==> src/rtl/branch_pkg.sv <==
// Shared definitions for the branch resolution unit.
// Holds the br_op encodings, the 2-bit counter states and the saturating update.
package branch_pkg;

  localparam logic [2:0] BR_NONE = 3'b000;
  localparam logic [2:0] BR_BEQ  = 3'b001;
  localparam logic [2:0] BR_BLT  = 3'b010;
  localparam logic [2:0] BR_BNE  = 3'b011;
  localparam logic [2:0] BR_BGE  = 3'b100;
  localparam logic [2:0] BR_BLTS = 3'b101;
  localparam logic [2:0] BR_BGES = 3'b110;
  localparam logic [2:0] BR_JMP  = 3'b111;

  localparam logic [1:0] CNT_SNT = 2'b00;
  localparam logic [1:0] CNT_WNT = 2'b01;
  localparam logic [1:0] CNT_WT  = 2'b10;
  localparam logic [1:0] CNT_ST  = 2'b11;

  // Move one step towards the resolved direction, sticking at either end.
  function automatic logic [1:0] sat_update(input logic [1:0] cnt, input logic taken);
    logic [1:0] nxt;
    nxt = cnt;
    if (taken && cnt != CNT_ST)
      nxt = cnt + 2'd1;
    else if (!taken && cnt != CNT_SNT)
      nxt = cnt - 2'd1;
    return nxt;
  endfunction

endpackage

==> src/rtl/branch_predictor.sv <==
// Bimodal predictor: DEPTH 2-bit saturating counters, combinational lookup
// for fetch and a single registered update port from branch resolution.
module branch_predictor
  import branch_pkg::*;
#(
  parameter int DEPTH = 16,
  parameter int IDXW  = $clog2(DEPTH)
) (
  input  logic            clk,
  input  logic            rst,
  input  logic [IDXW-1:0] lk_idx,
  output logic            lk_taken,
  input  logic            upd_en,
  input  logic [IDXW-1:0] upd_idx,
  input  logic            upd_taken
);

  logic [1:0] cnt [DEPTH];

  // NOTE: this array is reset on purpose -- every entry must come up weakly
  // not-taken, so it lives in flops rather than an unreset RAM macro.
  always_ff @(posedge clk or negedge rst) begin
    if (!rst) begin
      for (int i = 0; i < DEPTH; i++)
        cnt[i] <= CNT_WNT;
    end else if (upd_en) begin
      cnt[upd_idx] <= sat_update(cnt[upd_idx], upd_taken);
    end
  end

  // Lookup sees the pre-edge value when it collides with an update.
  assign lk_taken = cnt[lk_idx][1];

endmodule

==> src/rtl/branch_unit.sv <==
// Branch resolution: condition evaluation, target adder, registered result
// and mispredict flag. Optional counters behind `BRANCH_STATS_EN.
module branch_unit
  import branch_pkg::*;
#(
  parameter int DW    = 16,
  parameter int AW    = 16,
  parameter int DEPTH = 16
) (
  input  logic          clk,
  input  logic          rst,
  input  logic [AW-1:0] lk_pc,
  output logic          lk_taken,
  input  logic          in_valid,
  input  logic          flush,
  input  logic [2:0]    br_op,
  input  logic [DW-1:0] ina,
  input  logic [DW-1:0] inb,
  input  logic [AW-1:0] pc,
  input  logic [AW-1:0] offset,
  input  logic          pred_taken,
  output logic          out_valid,
  output logic          bj,
  output logic [AW-1:0] target,
  output logic          mispredict
`ifdef BRANCH_STATS_EN
  ,
  output logic [31:0]   stat_branches,
  output logic [31:0]   stat_mispredicts
`endif
);

  localparam int IDXW = $clog2(DEPTH);

  logic acc;
  logic cond;
  logic upd_en;
  logic unused_pc_hi;

  assign acc    = in_valid & ~flush;
  assign upd_en = acc & (br_op != BR_NONE);

  // Only the index bits address the predictor.
  assign unused_pc_hi = ^{lk_pc[AW-1:IDXW], pc[AW-1:IDXW]};

  // NOTE: always_comb gives cond a default before the case, so no path
  // through it can leave cond unassigned and infer a latch.
  always_comb begin
    cond = 1'b0;
    case (br_op)
      BR_BEQ:  cond = (ina == inb);
      BR_BLT:  cond = (ina < inb);
      BR_BNE:  cond = (ina != inb);
      BR_BGE:  cond = (ina >= inb);
      BR_BLTS: cond = ($signed(ina) < $signed(inb));
      BR_BGES: cond = ($signed(ina) >= $signed(inb));
      BR_JMP:  cond = 1'b1;
      default: cond = 1'b0;
    endcase
  end

  // NOTE: registers use <= so every flop samples the values present before
  // the edge, independent of statement order.
  always_ff @(posedge clk or negedge rst) begin
    if (!rst) begin
      out_valid  <= 1'b0;
      bj         <= 1'b0;
      mispredict <= 1'b0;
      target     <= '0;
    end else begin
      out_valid  <= acc;
      bj         <= acc & cond;
      mispredict <= acc & (cond != pred_taken);
      if (acc)
        target <= pc + offset;
    end
  end

`ifdef BRANCH_STATS_EN
  always_ff @(posedge clk or negedge rst) begin
    if (!rst) begin
      stat_branches    <= '0;
      stat_mispredicts <= '0;
    end else begin
      if (upd_en)
        stat_branches <= stat_branches + 32'd1;
      if (acc & (cond != pred_taken))
        stat_mispredicts <= stat_mispredicts + 32'd1;
    end
  end
`endif

  branch_predictor #(
    .DEPTH (DEPTH),
    .IDXW  (IDXW)
  ) u_pred (
    .clk       (clk),
    .rst       (rst),
    .lk_idx    (lk_pc[IDXW-1:0]),
    .lk_taken  (lk_taken),
    .upd_en    (upd_en),
    .upd_idx   (pc[IDXW-1:0]),
    .upd_taken (cond)
  );

endmodule

==> config.mk <==
export PLATFORM = sky130hd
export DESIGN_NAME = branch_unit
export DESIGN_NICKNAME = d
export VERILOG_FILES = /design/src/rtl/branch_pkg.sv /design/src/rtl/branch_predictor.sv /design/src/rtl/branch_unit.sv
export SDC_FILE = /design/constraint.sdc
export NUM_CORES = 1
export LEC_CHECK = 0
export BUFFER_PORTS_ARGS = -buffer_cell sky130_fd_sc_hd__buf_2
export CORE_UTILIZATION = 50
export CTS_BUF_LIST = sky130_fd_sc_hd__clkbuf_4
export DETAILED_ROUTE_END_ITERATION = 10
export PLACE_DENSITY = 0.81
export SLEW_MARGIN = 20
export SYNTH_ARGS = -nofsm -noshare
export SYNTH_HDL_FRONTEND = slang
export SYNTH_SLANG_ARGS = --single-unit
==> constraint.sdc <==
create_clock -name clk -period 5.8 [get_ports clk]
set_input_delay 1.16 -clock clk [delete_from_list [all_inputs] [get_ports clk]]
set_output_delay 1.16 -clock clk [all_outputs]
set_load 0.1 [all_outputs]
After elaboration in Yosys (flattened, before gate mapping)
Cells that the tools add are included.

Output and inout bits: 20. Bits in registers: 51. Input bits: 88.

Bitwise logic cells: 7. Eq/ne operators: 11. Reduce and logical (&&, ||, !) cells: 6. $add $sub $neg: 3. Order comparisons: 7. Muxes and demuxes: 13.

Operators by type and width (count): $bwmux 32 (1); $ge 16x16->1 (2); $lt 16x16->1 (2); $add 16x16->16 (1); $bmux 2 s4 (2); $eq 16x16->1 (1); $mux 2 (8); $ne 16x16->1 (1); $eq 3x3->1 const B (4); $ge 5x5->1 const B (2); $not 4->5 (2); $demux 2 s4 (1); $pmux 1 s7 (1); $eq 3x2->1 const B (2); $lt 5x1->1 const B (1); $and 1x1->1 (4); $eq 3x1->1 const B (1); $logic_and 1x1->1 (3); $reduce_bool 3->1 (1); $add 2x1->2 const B (1); $ne 2x2->1 const B (1); $reduce_bool 2->1 (1); $sub 2x1->2 const B (1); $logic_not 1->1 (1); 2 further kinds (2).

Depth between registers and ports, before layout
Depth in word-level cells: 10. Gate-level depth with buffers: 12.

Modules after synthesis
Synthesis repeated with hierarchy kept, for this count alone.

Cells, all modules: 387. Area total of the unflattened synthesis: 3834.9 µm².

By module, submodules not included: branch_unit (cells each 236, times used 1, sequential area each 475.5 µm², area each 1940.6 µm²); branch_predictor (cells each 151, times used 1, sequential area each 820.8 µm², area each 1894.3 µm²).

Worst setup path before layout
No wires, ideal clock.

Path type: input port to flip-flop. From: in pc[0]. To: reg u_pred.cnt[0] (netlist name). Data arrival time: 3617 ps. Library setup time: 64 ps. Stages on the path: 9. Path buffers: 2. Path slack: 2120 ps. Required time: 5736 ps. Path through: buf_2 > mux4_2 > mux4_2 > ha_1 > inv_1 > nor3_2 > clkbuf_1 > or4_1 > nand3_1.

Cells in the longest elaborated chain, start to end: 10. Elaborated cells between the ends (all ways): 19. Those cells by class: add/sub: 2; order compare: 2; eq/ne: 1; mux: 9; bitwise: 1; reduce/logical: 4.

RTL lines: start, declared (RTL line branch_unit.sv:19) `input logic [AW-1:0] pc,`; $not 4->5 (implied by the code) (*) (RTL line branch_predictor.sv:27) `cnt[upd_idx] <= sat_update(cnt[upd_idx], upd_taken);`; branches (longest 8 deep; another with $sub 2x1->2); $bwmux 32 (*) (RTL line branch_predictor.sv:27); end signal, assigned by index (RTL line branch_predictor.sv:27); end, declared (RTL line branch_predictor.sv:18) `logic [1:0] cnt [DEPTH];`.

Every way passes the cells marked *. The select of a mux whose other input is x is not followed. A chain may end at the register's enable or synchronous reset.

Final worst setup path
From: in inb[15]. To: reg u_pred.cnt[13] (netlist name).

Cells in the longest elaborated chain, start to end: 8. Elaborated cells between the ends (all ways): 14. Those cells by class: order compare: 4; eq/ne: 2; mux: 5; reduce/logical: 3.

RTL lines: start, declared (RTL line branch_unit.sv:18) `input logic [DW-1:0] inb,`; $ge 16x16->1, or another cell as far along (RTL line branch_unit.sv:56) `BR_BGES: cond = ($signed(ina) >= $signed(inb));`; $pmux 1 s7 (*) (RTL line branch_unit.sv:50) `case (br_op)`; $logic_not 1->1 (RTL line branch_pkg.sv:25) `else if (!taken && cnt != CNT_SNT)`; $logic_and 1x1->1 (RTL line branch_pkg.sv:25); $mux 2 (RTL line branch_pkg.sv:25); $mux 2 (*) (RTL line branch_pkg.sv:23) `if (taken && cnt != CNT_ST)`; $mux 2 (*) (RTL line branch_predictor.sv:26) `end else if (upd_en) begin`; $bwmux 32 (*) (RTL line branch_predictor.sv:27).

Mark *: on every way between the ends. The rest lies on a longest branch, timed or not. The select of a mux whose other input is x is not followed.

==> results_dict.tcl <==
set metrics [dict create \
    status "completed" \
    cts_setup_buffers 0 \
    grt_pass1_wl_um 17200 \
    crit_slowest_cell "a21oi_2" \
    clock_sinks 51 \
    synth-edff-count 0 \
    start_util_pct 52.4 \
    hp-start "u_pred.cnt[16]$_DFFE_PN1P_" \
    portBuffers 95 \
    postCtsResizedCells 0 \
    drt-initial-drc-count 363 \
    grt_pass1_vias 3886 \
    synthToLayoutAreaGrowth_pct 14.8 \
    clock_latency_ps 380 \
    end_kind "flip-flop" \
    yosysTopAreaCell "dfrtp_1" \
    r2r-start "u_pred.cnt[20]$_DFFE_PN1P_" \
    worstPathMaxFanout 17 \
    critPathArrivalTime_ps 4360 \
    fin_crit_ps 4150 \
    crit_required_ps 6020 \
    synthArstFlopShare_pct 100 \
    finalSetupViolCount 0 \
    reg2regPathDepth 7 \
    maxSlewHeadroom_pct 28.4 \
    cp-start-kind "primary input" \
    hold_path.class "reg2reg" \
    syn_inst 449 \
    globalplace.congestion 0.841 \
    layout_commonest_cell "buf_2" \
    viasPerCell 6.23 \
    diodes 0 \
    drt_pass1_iterations 5 \
    synth_warnings 0 \
    drcViolationCount 0 \
    netlist_area_sq_um 4110 \
    avgSynthCellArea_sq_um 9.15 \
    synth_top_area_share_pct 21.3 \
    powerDensity_nw_per_um2 341 \
    yosys_register_bits 51 \
    ir_worst_vdd_v 0.000199 \
    cpPeakStageDelay_ps 700 \
    max_freq_ghz 0.241 \
    globalRouteOverflowTotal 0 \
    path_clk_slew_ps 160 \
    ios 108 \
    slew_violations 0 \
    fin_crit_sh_pct 71.5 \
    worstHoldEndpoint "u_pred.cnt[16]$_DFFE_PN1P_" \
    synth.top_cells.by_area "dfrtp_1, dfstp_2, ha_1" \
    hold_viol 0 \
    postRouteWirelength_um 10200 \
    num_rows 32 \
    antenna_found_initial 0 \
    crit_type "in2reg" \
    maxCapViolCount 0 \
    ys_types 63 \
    tightest_slew_ps 1060 \
    finalSetupTns_ps 0 \
    cts_tree "yes" \
    postRouteAntennaNets 0 \
    die_height_um 92.7 \
    drive_above_1_share_pct 28.8 \
    final_cell_mix "buf_2, nand2_1, inv_1" \
    ctsHoldBuffers 0 \
    rsz0062_at_grt "no" \
    whs_path_depth 2 \
    grtUsageTotal_pct 24.9 \
    post-dp-hpwl_um 7670 \
    cp_cell_sequence "buf_2 > inv_1 > ha_1 > nand4_2 > nor4_2 > and4b_1 > nor3_2 > o211a_2 > a21oi_2 > a2bb2oi_2 > a31oi_1" \
    leakage_nw 2.29 \
    synthesis.nets 571 \
    coreArea_sq_um 7850 \
    grt_start_max_net_pins 52 \
    finClkSkew_ps 9.70 \
    r2r_end "u_pred.cnt[13]$_DFFE_PN0P_" \
    die_x_um 92.7 \
    ys.flop_type "dfrtp_1" \
    vias 3963 \
    utilization_pct 60.1 \
    dieArea_sq_um 8580 \
    cts_inserted_buffers 5 \
    totalPowerFinal_mw 1.61 \
    cts_root_buffer "clkbuf_4" \
    nets 655 \
    regToRegSetupSlack_ps 2620 \
    ys_seq_area_share_pct 31.5 \
    wl_per_cell_um 16.0 \
    h-tree-depth 2 \
    cts_buffer_depth 2 \
]
## state kept, by name (all words and copies together) (netlist names)
name / count
bj: 1
out_valid: 1
target: 16
u_pred.cnt: 32
mispredict: 1
## worst max path at each step
stage / from / to / cells past startpoint
final: inb[15] / u_pred.cnt[13]$_DFFE_PN0P_ / 11
after global routing: inb[15] / u_pred.cnt[15]$_DFFE_PN0P_ / 11
after CTS: inb[15] / u_pred.cnt[13]$_DFFE_PN0P_ / 11
after detailed placement: inb[15] / u_pred.cnt[13]$_DFFE_PN0P_ / 11
after global placement: inb[15] / u_pred.cnt[31]$_DFFE_PN0P_ / 11
after floorplan: pc[0] / u_pred.cnt[0]$_DFFE_PN1P_ / 9
## through the flow
stage	area, sq um	cells	worst slack, ps	hold WS [ps]
floorplan	4110	449	2120	452
global placement	4650	628	1440	457
detailed placement	4650	628	1320	465
CTS	4710	636	1730	486
global route	4720	636	1440	517
finish	4720	636	1650	484
## worst max-delay path: cells and delay by family
kind            cells  cell delay, ps
fa+ha+maj           1             380
simple gates        4             960
compound gates      4            1740
buf+inv             2             110
## synthesized netlist by cell type, types with 2 or more instances
cell type	instances
a21o_1	3
nand2b_1	20
inv_1	40
nand4_1	4
nor4bb_1	2
nor3b_1	2
dfstp_2	16
xnor2_1	7
buf_2	6
xor2_1	5
o31ai_1	2
or4_1	17
a31oi_1	17
mux4_2	15
o41ai_1	17
a21oi_1	11
nor3_1	5
nor2b_1	4
clkbuf_1	10
nor4_1	4
dfrtp_1	35
o211ai_1	19
and3_1	2
nor2_1	10
nand3_1	26
a211oi_1	2
and2_1	2
or2_2	4
buf_1	3
ha_1	33
nand2_1	56
nor3_2	2
o21ai_0	18
## power breakdown
part           total [mW]  leakage (nW)  internal [mW]  switching (mW)
sequential          0.570         0.597          0.497          0.0731
clock               0.172        0.0331         0.0498           0.122
combinational       0.866          1.66          0.275           0.591
## logic make-up after synthesis
group,count (synthesis),synth area share [%]
buf+inv,61,5.85
compound gates,110,19.5
xor+xnor,12,2.56
mux,15,8.22
simple gates,166,21.8
flops,51,31.5
fa+ha+maj,34,10.5
## layer usage
layer	vias up	track usage [%]	wire length [um]	part of all wire, %
li1	1859	-	-	-
met2	186	43.6	5200	51
met4	0	10.4	212	2.1
met1	1889	30.9	4130	40
met3	29	2.96	657	6.4
met5	-	0	0	0
## final cells by class
| type | count | area, sq um |
|---|---|---|
| clock buffers | 5 | 37.5 |
| clock inverters | 3 | 23.8 |
| fillers | 712 | 3130 |
| inverters | 41 | 154 |
| multi-input cells | 337 | 2590 |
| flip-flops and latches | 51 | 1300 |
| well taps | 102 | 128 |
| repair buffers | 97 | 490 |
No activity file was read; power rests on OpenSTA's default activity.
